### config.mk
export PLATFORM = sky130hd
export DESIGN_NAME = obstacle_spawner
export DESIGN_NICKNAME = d
export VERILOG_FILES = /design/src/rtl/obstacle_spawner_pkg.sv /design/src/rtl/obstacle_spawner_lfsr9.sv /design/src/rtl/obstacle_spawner.sv
export SDC_FILE = /design/constraint.sdc
export NUM_CORES = 1
export LEC_CHECK = 0
export BUFFER_PORTS_ARGS = -buffer_cell sky130_fd_sc_hd__buf_2
export CAP_MARGIN = 10
export CORE_ASPECT_RATIO = 1.2
export CORE_MARGIN = 2
export CORE_UTILIZATION = 51
export DETAILED_ROUTE_END_ITERATION = 6
export MAX_ROUTING_LAYER = met4
export PLACE_DENSITY_LB_ADDON = 0.15
export SKIP_LAST_GASP = 1
export SLEW_MARGIN = 25
export SYNTH_ARGS = -nofsm -noshare
export SYNTH_HDL_FRONTEND = slang
export SYNTH_SLANG_ARGS = --single-unit
### constraint.sdc
create_clock -name iClk -period 1.65 [get_ports iClk]
set_input_delay 0.2475 -clock iClk [delete_from_list [all_inputs] [get_ports iClk]]
set_output_delay 0.2475 -clock iClk [all_outputs]
set_load 0.03 [all_outputs]
### src/rtl/obstacle_spawner_pkg.sv
// Shared game definitions: spawner state encoding, lane geometry, screen
// height and the lane-seed LFSR polynomial (x^9 + x^5 + 1).
package obstacle_spawner_pkg;

  typedef enum logic [2:0] {
    ST_IDLE     = 3'd0,
    ST_WAIT_GAP = 3'd1,
    ST_LOAD     = 3'd2,
    ST_RUN      = 3'd3,
    ST_HALT     = 3'd4
  } spawnState_t;

  // Lane X positions; a lane seed below LANE_SPLIT selects the left lane.
  localparam logic [8:0] LANE_LEFT_X   = 9'd225;
  localparam logic [8:0] LANE_RIGHT_X  = 9'd330;
  localparam logic [8:0] LANE_SPLIT    = 9'd256;
  localparam logic [9:0] SCREEN_HEIGHT = 10'd480;

  // Feedback taps for x^9 + x^5 + 1 (bit 8 and bit 4 of the register).
  localparam int LFSR_TAP_HI = 8;
  localparam int LFSR_TAP_LO = 4;

  // One Fibonacci shift: feedback enters at bit 0.
  function automatic logic [8:0] lfsrNext(input logic [8:0] value);
    return {value[7:0], value[LFSR_TAP_HI] ^ value[LFSR_TAP_LO]};
  endfunction

  // An all-zero seed would lock the LFSR, so it is replaced by 1.
  function automatic logic [8:0] lfsrSafeSeed(input logic [8:0] seed);
    return (seed == 9'd0) ? 9'h001 : seed;
  endfunction

endpackage

### src/rtl/obstacle_spawner_lfsr9.sv
// Free-running 9-bit maximal-length LFSR (period 511, never zero).
module lfsr9
  import obstacle_spawner_pkg::*;
#(
  parameter logic [8:0] SEED = 9'h1A5
) (
  input  logic       iClk,
  input  logic       iReset,
  output logic [8:0] oValue
);

  localparam logic [8:0] SAFE_SEED = lfsrSafeSeed(SEED);

  // Shift every clock; reset reloads the (non-zero) seed.
  always_ff @(posedge iClk) begin
    if (iReset) begin
      oValue <= SAFE_SEED;
    end else begin
      oValue <= lfsrNext(oValue);
    end
  end

endmodule

### src/rtl/obstacle_spawner.sv
// Obstacle command source: waits a gap, loads the car at a random lane,
// paces scroll steps from the frame tick, respawns at the bottom and halts
// on collision. oEnable/oSuma/oSalto are single-cycle, mutually exclusive
// pulses with no back-pressure: the car register must act on each one in
// the cycle it is high. The FSM state is held in `state` (spawnState_t).
module obstacle_spawner
  import obstacle_spawner_pkg::*;
#(
  parameter logic [8:0] Y_START    = 9'd0,
  parameter logic [8:0] Y_LIMIT    = 9'd470,
  parameter logic [8:0] Y_STEP     = 9'd2,
  parameter logic [3:0] FRAME_DIV  = 4'd2,
  parameter logic [5:0] GAP_FRAMES = 6'd30,
  parameter logic [8:0] LFSR_SEED  = 9'h1A5
) (
  input  logic       iClk,
  input  logic       iReset,
  input  logic       iStart,
  input  logic       iFrameTick,
  input  logic       iCollision,
  output logic [8:0] oPosicionX,
  output logic [8:0] oPosicionY,
  output logic       oEnable,
  output logic       oSuma,
  output logic       oSalto,
  output logic       oActive,
  output logic [7:0] oScore
);

  localparam logic [8:0] SAFE_SEED = lfsrSafeSeed(LFSR_SEED);

  spawnState_t state;
  logic [8:0]  lfsrValue;
  logic [9:0]  trackedY;
  logic [3:0]  frameCnt;
  logic [5:0]  gapCnt;

  lfsr9 #(.SEED(LFSR_SEED)) uLfsr (
    .iClk   (iClk),
    .iReset (iReset),
    .oValue (lfsrValue)
  );

  // Spawner FSM with its counters, score and registered command outputs.
  always_ff @(posedge iClk) begin
    if (iReset) begin
      state      <= ST_IDLE;
      trackedY   <= 10'd0;
      frameCnt   <= 4'd0;
      gapCnt     <= 6'd0;
      oPosicionX <= SAFE_SEED;
      oPosicionY <= Y_START;
      oEnable    <= 1'b0;
      oSuma      <= 1'b0;
      oSalto     <= 1'b0;
      oActive    <= 1'b0;
      oScore     <= 8'd0;
    end else begin
      oEnable    <= 1'b0;
      oSuma      <= 1'b0;
      oSalto     <= 1'b0;
      oPosicionY <= Y_START;
      // Freeze the lane seed while a load/respawn pulse is on the bus.
      if (!(oEnable || oSalto)) begin
        oPosicionX <= lfsrValue;
      end

      case (state)
        ST_IDLE: begin
          if (iStart) begin
            state   <= ST_WAIT_GAP;
            oActive <= 1'b1;
            oScore  <= 8'd0;
            gapCnt  <= 6'd0;
          end
        end

        ST_WAIT_GAP: begin
          if (iCollision) begin
            state   <= ST_HALT;
            oActive <= 1'b0;
          end else if (iFrameTick) begin
            if (gapCnt == GAP_FRAMES - 6'd1) begin
              gapCnt  <= 6'd0;
              state   <= ST_LOAD;
              oEnable <= 1'b1;
            end else begin
              gapCnt <= gapCnt + 6'd1;
            end
          end
        end

        ST_LOAD: begin
          // Frame ticks arriving in this cycle are intentionally dropped.
          if (iCollision) begin
            state   <= ST_HALT;
            oActive <= 1'b0;
          end else begin
            trackedY <= {1'b0, Y_START};
            frameCnt <= 4'd0;
            state    <= ST_RUN;
          end
        end

        ST_RUN: begin
          if (iCollision) begin
            state   <= ST_HALT;
            oActive <= 1'b0;
          end else if (trackedY >= {1'b0, Y_LIMIT}) begin
            // Bottom reached on the previous step: respawn and count it.
            oSalto   <= 1'b1;
            trackedY <= 10'd0;
            gapCnt   <= 6'd0;
            state    <= ST_WAIT_GAP;
            if (oScore != 8'hFF) begin
              oScore <= oScore + 8'd1;
            end
          end else if (iFrameTick) begin
            if (frameCnt == FRAME_DIV - 4'd1) begin
              frameCnt <= 4'd0;
              trackedY <= trackedY + {1'b0, Y_STEP};
              oSuma    <= 1'b1;
            end else begin
              frameCnt <= frameCnt + 4'd1;
            end
          end
        end

        ST_HALT: begin
          if (iStart) begin
            state <= ST_IDLE;
          end
        end

        default: begin
          state   <= ST_IDLE;
          oActive <= 1'b0;
        end
      endcase
    end
  end

endmodule

==> results of run 1 <==
## state kept, by name, indices dropped and copies added (netlist names)
name,flops
state,3
trackedY,9
frameCnt,4
oEnable,1
oSalto,1
oSuma,1
gapCnt,6
oActive,1
oScore,8
uLfsr.oValue,9
oPosicionX,9
## power groups by stage
stage	clock, mW	combinational (mW)	sequential, mW
5_1_grt	0.803	0.284	1.31
3_3_place_gp	0	0.234	1.33
3_5_place_dp	0	0.235	1.33
4_1_cts	0.761	0.243	1.30
2_1_floorplan	0	0.153	1.35
6_report	0.742	0.262	1.30
## worst max-delay path, stage by stage (launching register included)
cell,delay [ns]
dfxtp_4,0.38
buf_6,0.11
or2_4,0.23
a2111oi_4,0.42
nor2_2,0.13
a211o_1,0.27
## area by class of cell
cell class                 count  area share
tap                           58      0.0225
clock inverter                 3     0.00700
inverter                       8     0.00933
clock buffer                   5      0.0214
sequential                    52       0.329
timing repair buffer          78       0.164
multi-input combinational    216       0.447
## placed cells by master (no fill, tap or decap), drive strengths merged, types with 2 or more instances in the layout
cell,Yosys,final
buf,14,78
nor3b,3,3
inv,8,9
or3b,2,2
a31oi,2,2
nand2,22,22
nor2b,7,7
or2,8,8
or3,4,4
and4bb,2,2
o22ai,3,3
a211o,2,2
nor2,21,21
a211oi,2,2
clkbuf,7,5
nand3b,5,5
nand3,21,21
and3,7,7
conb,1,9
dfxtp,52,52
nand2b,2,2
o21ai,29,29
a21o,6,6
clkinv,0,2
o31ai,7,7
a21oi,14,14
xor2,5,5
nor3,11,11
ha,6,6
## what timing repair did
item	CTS	global route
endpoints found under the setup margin	10	24
buffers inserted	3	4
gates resized for setup	5	25
pin swaps	6	13
## synth_stat cells (all sizes together) (8+ instances only)
library cell,instances
nand3,21
nor3,11
buf,14
or2,8
nand2,22
o21ai,29
a21oi,14
nor2,21
inv,8
dfxtp,52
## final timing paths
check | from | endpoint | slack (ns) | cells after the start
hold reg to reg | uLfsr.oValue[3] | oPosicionX[3] | 0.45 | 2
hold / removal | iReset | oPosicionX[3] | 0.37 | 3
setup reg to reg | state[1] | oScore[7] | 0.01 | 5
setup / recovery | state[1] | oScore[7] | 0.01 | 5
## metal layers
metal / track usage / wire length, um
met4: 0.0660 / 56
met3: 0.0336 / 92
met5: - / 0
met1: 0.272 / 2690
met2: 0.357 / 2620
## logic make-up (layout without fill, tap and decap cells)
logic type / Yosys count / count (layout)
compound gates: 74 / 74
xor+xnor: 6 / 6
fa+ha+maj: 6 / 6
buf+inv: 29 / 94
flops: 52 / 52
mux: 2 / 2
other cells: 1 / 9
simple gates: 119 / 119
==> metrics.yaml, run 1 <==
timing.final.crit_share: 0.991
synth-seq-cells: 52
arrival_ns: 1.84
globalRouteOverflowTotal: 0
synth.area.top_cells: "dfxtp_1 (42%), o21ai_0 (5.2%), nand3_1 (4.2%)"
io_buffers: 25
synthArstFlopShare: 0
grt_pass1_wl_um: 8870
die_h_um: 80.6
drt_pass1_iterations: 4
fmax_ghz: 0.611
cts.sinks: 52
power_mw: 2.31
synth_area_mm2: 0.00249
clkPwrFrac: 0.322
ant_nets: 0
regArea_mm2: 0.00106
nFillCells: 380
dp.cells: 405
synth_fa_ha_area_frac: 0.0301
die_area_mm2: 0.00547
multi_input_area_mm2: 0.00144
grt_max_degree: 18
yosys_warnings: 0
grt_usage: 0.217
hold_ws_ns: 0.374
synth_xor_area_frac: 0.0211
status: "completed"
synth-edff-count: 0
final_cell_area_mm2: 0.00322
routed_wl_um: 5460
worstSetupStartpointType: "register"
seqPwrFrac: 0.564
antenna_cells: 0
cts_buffers: 5
finalSetupTns_ns: 0
worst_skew_pair.late_latency_ns: 0.30
drc_errors: 0
worst-endpoint-required_ns: 1.85
synth_ff_type: "dfxtp_1"
syn_area_per_cell_um2: 8.63
drive_gt1_frac: 0.354
yosys.area_share.simple: 0.259
areaGrowthSynthToFinish_pct: 29.0
layoutNonFillerInstCount: 420
post-place-ws_ns: -0.0685
io_pins: 35
utilization: 0.691
seq_area_frac_synth: 0.417
intPower_mw: 1.69
place.gp.congestion: 0.832
grt_pass1_vias: 1965
max_slew_margin: 0.620
synth.top_cell.area_share: 0.417
dr.first_iter.drc_count: 112
end_kind: "register"
initial_utilization: 0.535
finish.net_count: 372
placement.cell_area_mm2: 0.00297
die_w_um: 67.9
synth_cell_types: 54
cts-hold-fix-buffers: 0
pwr-share-comb: 0.114
h-tree-depth: 2
setup_viol: 0
rows: 27
hpwl_um: 4020
cts_tree: "yes"
post-synth-top-area-cell: "dfxtp_1"
fin_skew_ns: 0.00632
cp_max_fo: 7
synth_top_family_by_area: "simple AND/OR/NAND/NOR gates"
post_drt_wl_per_cell_um: 13.0
hold_viol: 0
fin_ws_ns: 0.0145
synth_compound_area_frac: 0.198
ir_worst_vdd_mv: 0.520
grt_setup_unrepaired: "true"
path_clk_slew_ns: 0.10
vias: 2229
fin_crit_ns: 1.64
tightest_slew_ns: 0.568
crit_type: "reg2reg"
hold_class: "in2reg"
swShare: 0.266
synth.area.mux_share: 0.00853
netlist_instances: 289
via_per_inst: 5.31
p_leak_nw: 1.41
antenna_found_initial: 0
cts_buffer_depth: 2
cap_viol_max_count: 0
coreArea_mm2: 0.00466
clockRootBuffer: "clkbuf_8"
p_per_area_mw_per_mm2: 717
p_switching_uw: 613
drv_slew: 0
Power figures use the tool's default switching activity.
==> run 2: changes to the inputs <==
- ABC_AREA: unset -> 1
- CORE_MARGIN: 2 -> unset
- CORE_UTILIZATION: 51 -> 52
==> run 2 against run 1 <==
Compared with the run above: clock power grew 8.1%; via count rose by 5.8%; highest routed layer unchanged; die area is 1.5% higher; final area down 6.4%; first-iteration DRC count up 57%.
==> metrics.yaml, run 2 <==
cap_viol_max_count: 0  # unchanged
synth.cells.most_frequent: "nand2_1 (89), dfxtp_1 (52), inv_1 (46)"
post-synth-top-area-cell: "dfxtp_1"
globalRouteOverflowTotal: 0  # unchanged
m1WireLength_um: 2490  # -7.7%
finish.net_count: 423  # +14%
io_pins: 35  # unchanged
p_per_area_mw_per_mm2: 899  # +25%
synth-seq-cells: 52  # unchanged
initial_utilization: 0.545  # +0.0103
antenna_found_initial: 0  # unchanged
grt_pass1_vias: 2112  # +7.5%
worstSetupStartpointType: "register"
p_leak_nw: 1.34  # -4.4%
clockRootBuffer: "clkbuf_8"
r2r_cells: 7  # +2
drv_slew: 0  # unchanged
drc_errors: 0  # unchanged
crit_start: "trackedY[5]"
die_h_um: 81.4  # +0.98%
final_common_cell: "nand2_1"
place.gp.congestion: 0.849  # +2.0%
fmax_ghz: 0.677  # +11%
dr.first_iter.drc_count: 176  # +57%
hold_depth: 3  # unchanged
drive_gt1_frac: 0.182  # -0.172
post_drt_wl_per_cell_um: 11.4  # -13%
antenna_cells: 0  # unchanged
grt_max_degree: 29  # +11
min_to: "oActive"
routed_wl_um: 5370  # -1.7%
max_stage_delay_ns: 0.42  # about the same
path_clk_slew_ns: 0.11  # about the same
end_kind: "register"
synth-edff-count: 0  # unchanged
seq_area_frac_synth: 0.381  # -0.0363
drt_pass1_iterations: 4  # unchanged
path_buf_inv: 1  # unchanged
crit_family: "simple AND/OR/NAND/NOR gates"
top_regs: "oPosicionX (9), trackedY (9), uLfsr.oValue (9)"
vias: 2358  # +5.8%
fin_ws_ns: 0.172  # +0.157 ns
yosys_warnings: 0  # unchanged
hold_viol: 0  # unchanged
crit_type: "reg2reg"
timing.final.crit_share: 0.896  # -0.0954
cts-hold-fix-buffers: 0  # unchanged
grt_usage: 0.220  # +0.00367
cts_tree: "yes"
final_cell_area_mm2: 0.00301  # -6.4%
top_layer: "met4"
grt_pass1_wl_um: 9020  # +1.7%
h-tree-depth: 2  # unchanged
setup_viol: 0  # unchanged
placement.cell_area_mm2: 0.00290  # -2.6%
hold_class: "in2reg"
utilization: 0.602  # -0.0889
synth.top_cell.area_share: 0.381  # -0.0363
coreArea_mm2: 0.00501  # +7.5%
ant_nets: 0  # unchanged
via_per_inst: 4.99  # -6.1%
die_w_um: 68.2  # +0.48%
slowest_stage: "dfxtp_1"
die_area_mm2: 0.00555  # +1.5%
fin_skew_ns: 0.0135  # +0.00716 ns
routed-wl-met2_um: 2620  # unchanged
worst_skew_pair.late_latency_ns: 0.32  # +0.02 ns
fin_crit_ns: 1.48  # -0.157 ns
cp_max_fo: 8  # +1
synth_area_mm2: 0.00273  # +9.5%
wl_met3_um: 201  # +120%
r2r_slack_ns: 0.17  # +0.16 ns
post-place-ws_ns: 0.185  # +0.253 ns
cpMostUsedCell: "nand3_4"
synth.area.top_cells: "dfxtp_1 (38%), nand2_1 (12%), inv_1 (6.3%)"
finalSetupTns_ns: 0  # unchanged
arrival_ns: 1.68  # -0.16 ns
worst-endpoint-required_ns: 1.85  # about the same
min_from: "iStart"
cts_buffers: 5  # unchanged
synth_cell_types: 35  # -35%
syn_area_per_cell_um2: 7.23  # -16%
r2r_end: "gapCnt[0]"
cts_buffer_depth: 2  # unchanged
hpwl_um: 3860  # -3.8%
status: "completed"
timing.rr.start: "trackedY[5]"
synth_most_common_cell: "nand2_1"
cts.sinks: 52  # unchanged
synthArstFlopShare: 0  # unchanged
areaGrowthSynthToFinish_pct: 10.3
cp_cell_sequence: "inv_1, nand3_1, nand2_1, nand3_4, nand3_4, o21ai_1, nor2_1"
final_cell_mix: "nand2_1 (89), dfxtp_1 (49), inv_1 (46)"
ir_worst_vdd_mv: 0.674  # +30%
power_mw: 2.71  # +17%
io_buffers: 25  # unchanged
rows: 28  # +3.7%
synth_ff_type: "dfxtp_1"
netlist_instances: 378  # +31%
[run 2: how the worst max path moves through the flow]
| stage | depth (start not counted) | slack (ns) | endpoint |
|---|---|---|---|
| 6_report | 7 | 0.17 | gapCnt[0] |
| 5_1_grt | 7 | -0.002 | gapCnt[0] |
| 4_1_cts | 9 | 0.15 | gapCnt[0] |
| 3_5_place_dp | 9 | 0.18 | gapCnt[0] |
| 3_3_place_gp | 9 | 0.18 | gapCnt[0] |
| 2_1_floorplan | 10 | 0.11 | oScore[6] |
[run 2: worst register-to-register path, delay by kind of cell (launching register included)]
family / cells / cell delay (ns)
buffers and inverters: 1 / 0.10
and+or+nand+nor: 5 / 0.63
DFF: 1 / 0.42
AOI/OAI and AO/OA: 1 / 0.22
[run 2: repair_timing]
item / in CTS / in global routing
setup buffers: 0 / 2
resized for setup: 0 / 3
endpoints found under the hold margin: 0 / 0
endpoints found under the setup margin: 0 / 4
[run 2: through the flow]
stage,hold WS [ns],instances
floorplan,0.382,386
global placement,0.405,463
detailed placement,0.406,463
CTS,0.210,471
global route,0.223,473
finish,0.216,473
[run 2: layout make-up]
type / instances / area, um^2
well taps: 60 / 75.1
fillers: 468 / 2000
clock inverters: 3 / 28.8
inverters: 53 / 206
multi-input cells: 267 / 1410
clock buffers: 5 / 68.8
flip-flops and latches: 52 / 1040
repair buffers: 33 / 185
[run 2: where the power goes]
part | internal (mW) | switching (mW)
Combinational | 0.159 | 0.387
Sequential | 1.32 | 0.0456
Clock | 0.321 | 0.481
[run 2: routing by layer]
metal	track usage	vias up
li1	-	1249
met1	0.261	1053
met2	0.361	48
met3	0.0347	8
met4	0.104	0
met5	-	-
[run 2: cells by family (layout without fill, tap and decap cells)]
group,Yosys count,after routing,share of synthesized area
buffers and inverters,67,94,0.116
and+or+nand+nor,192,192,0.343
xor gates and xnor gates,8,8,0.0256
DFF,52,52,0.381
other,1,9,0.00137
AOI/OAI and AO/OA,52,52,0.105
adders and majority gates,6,6,0.0275
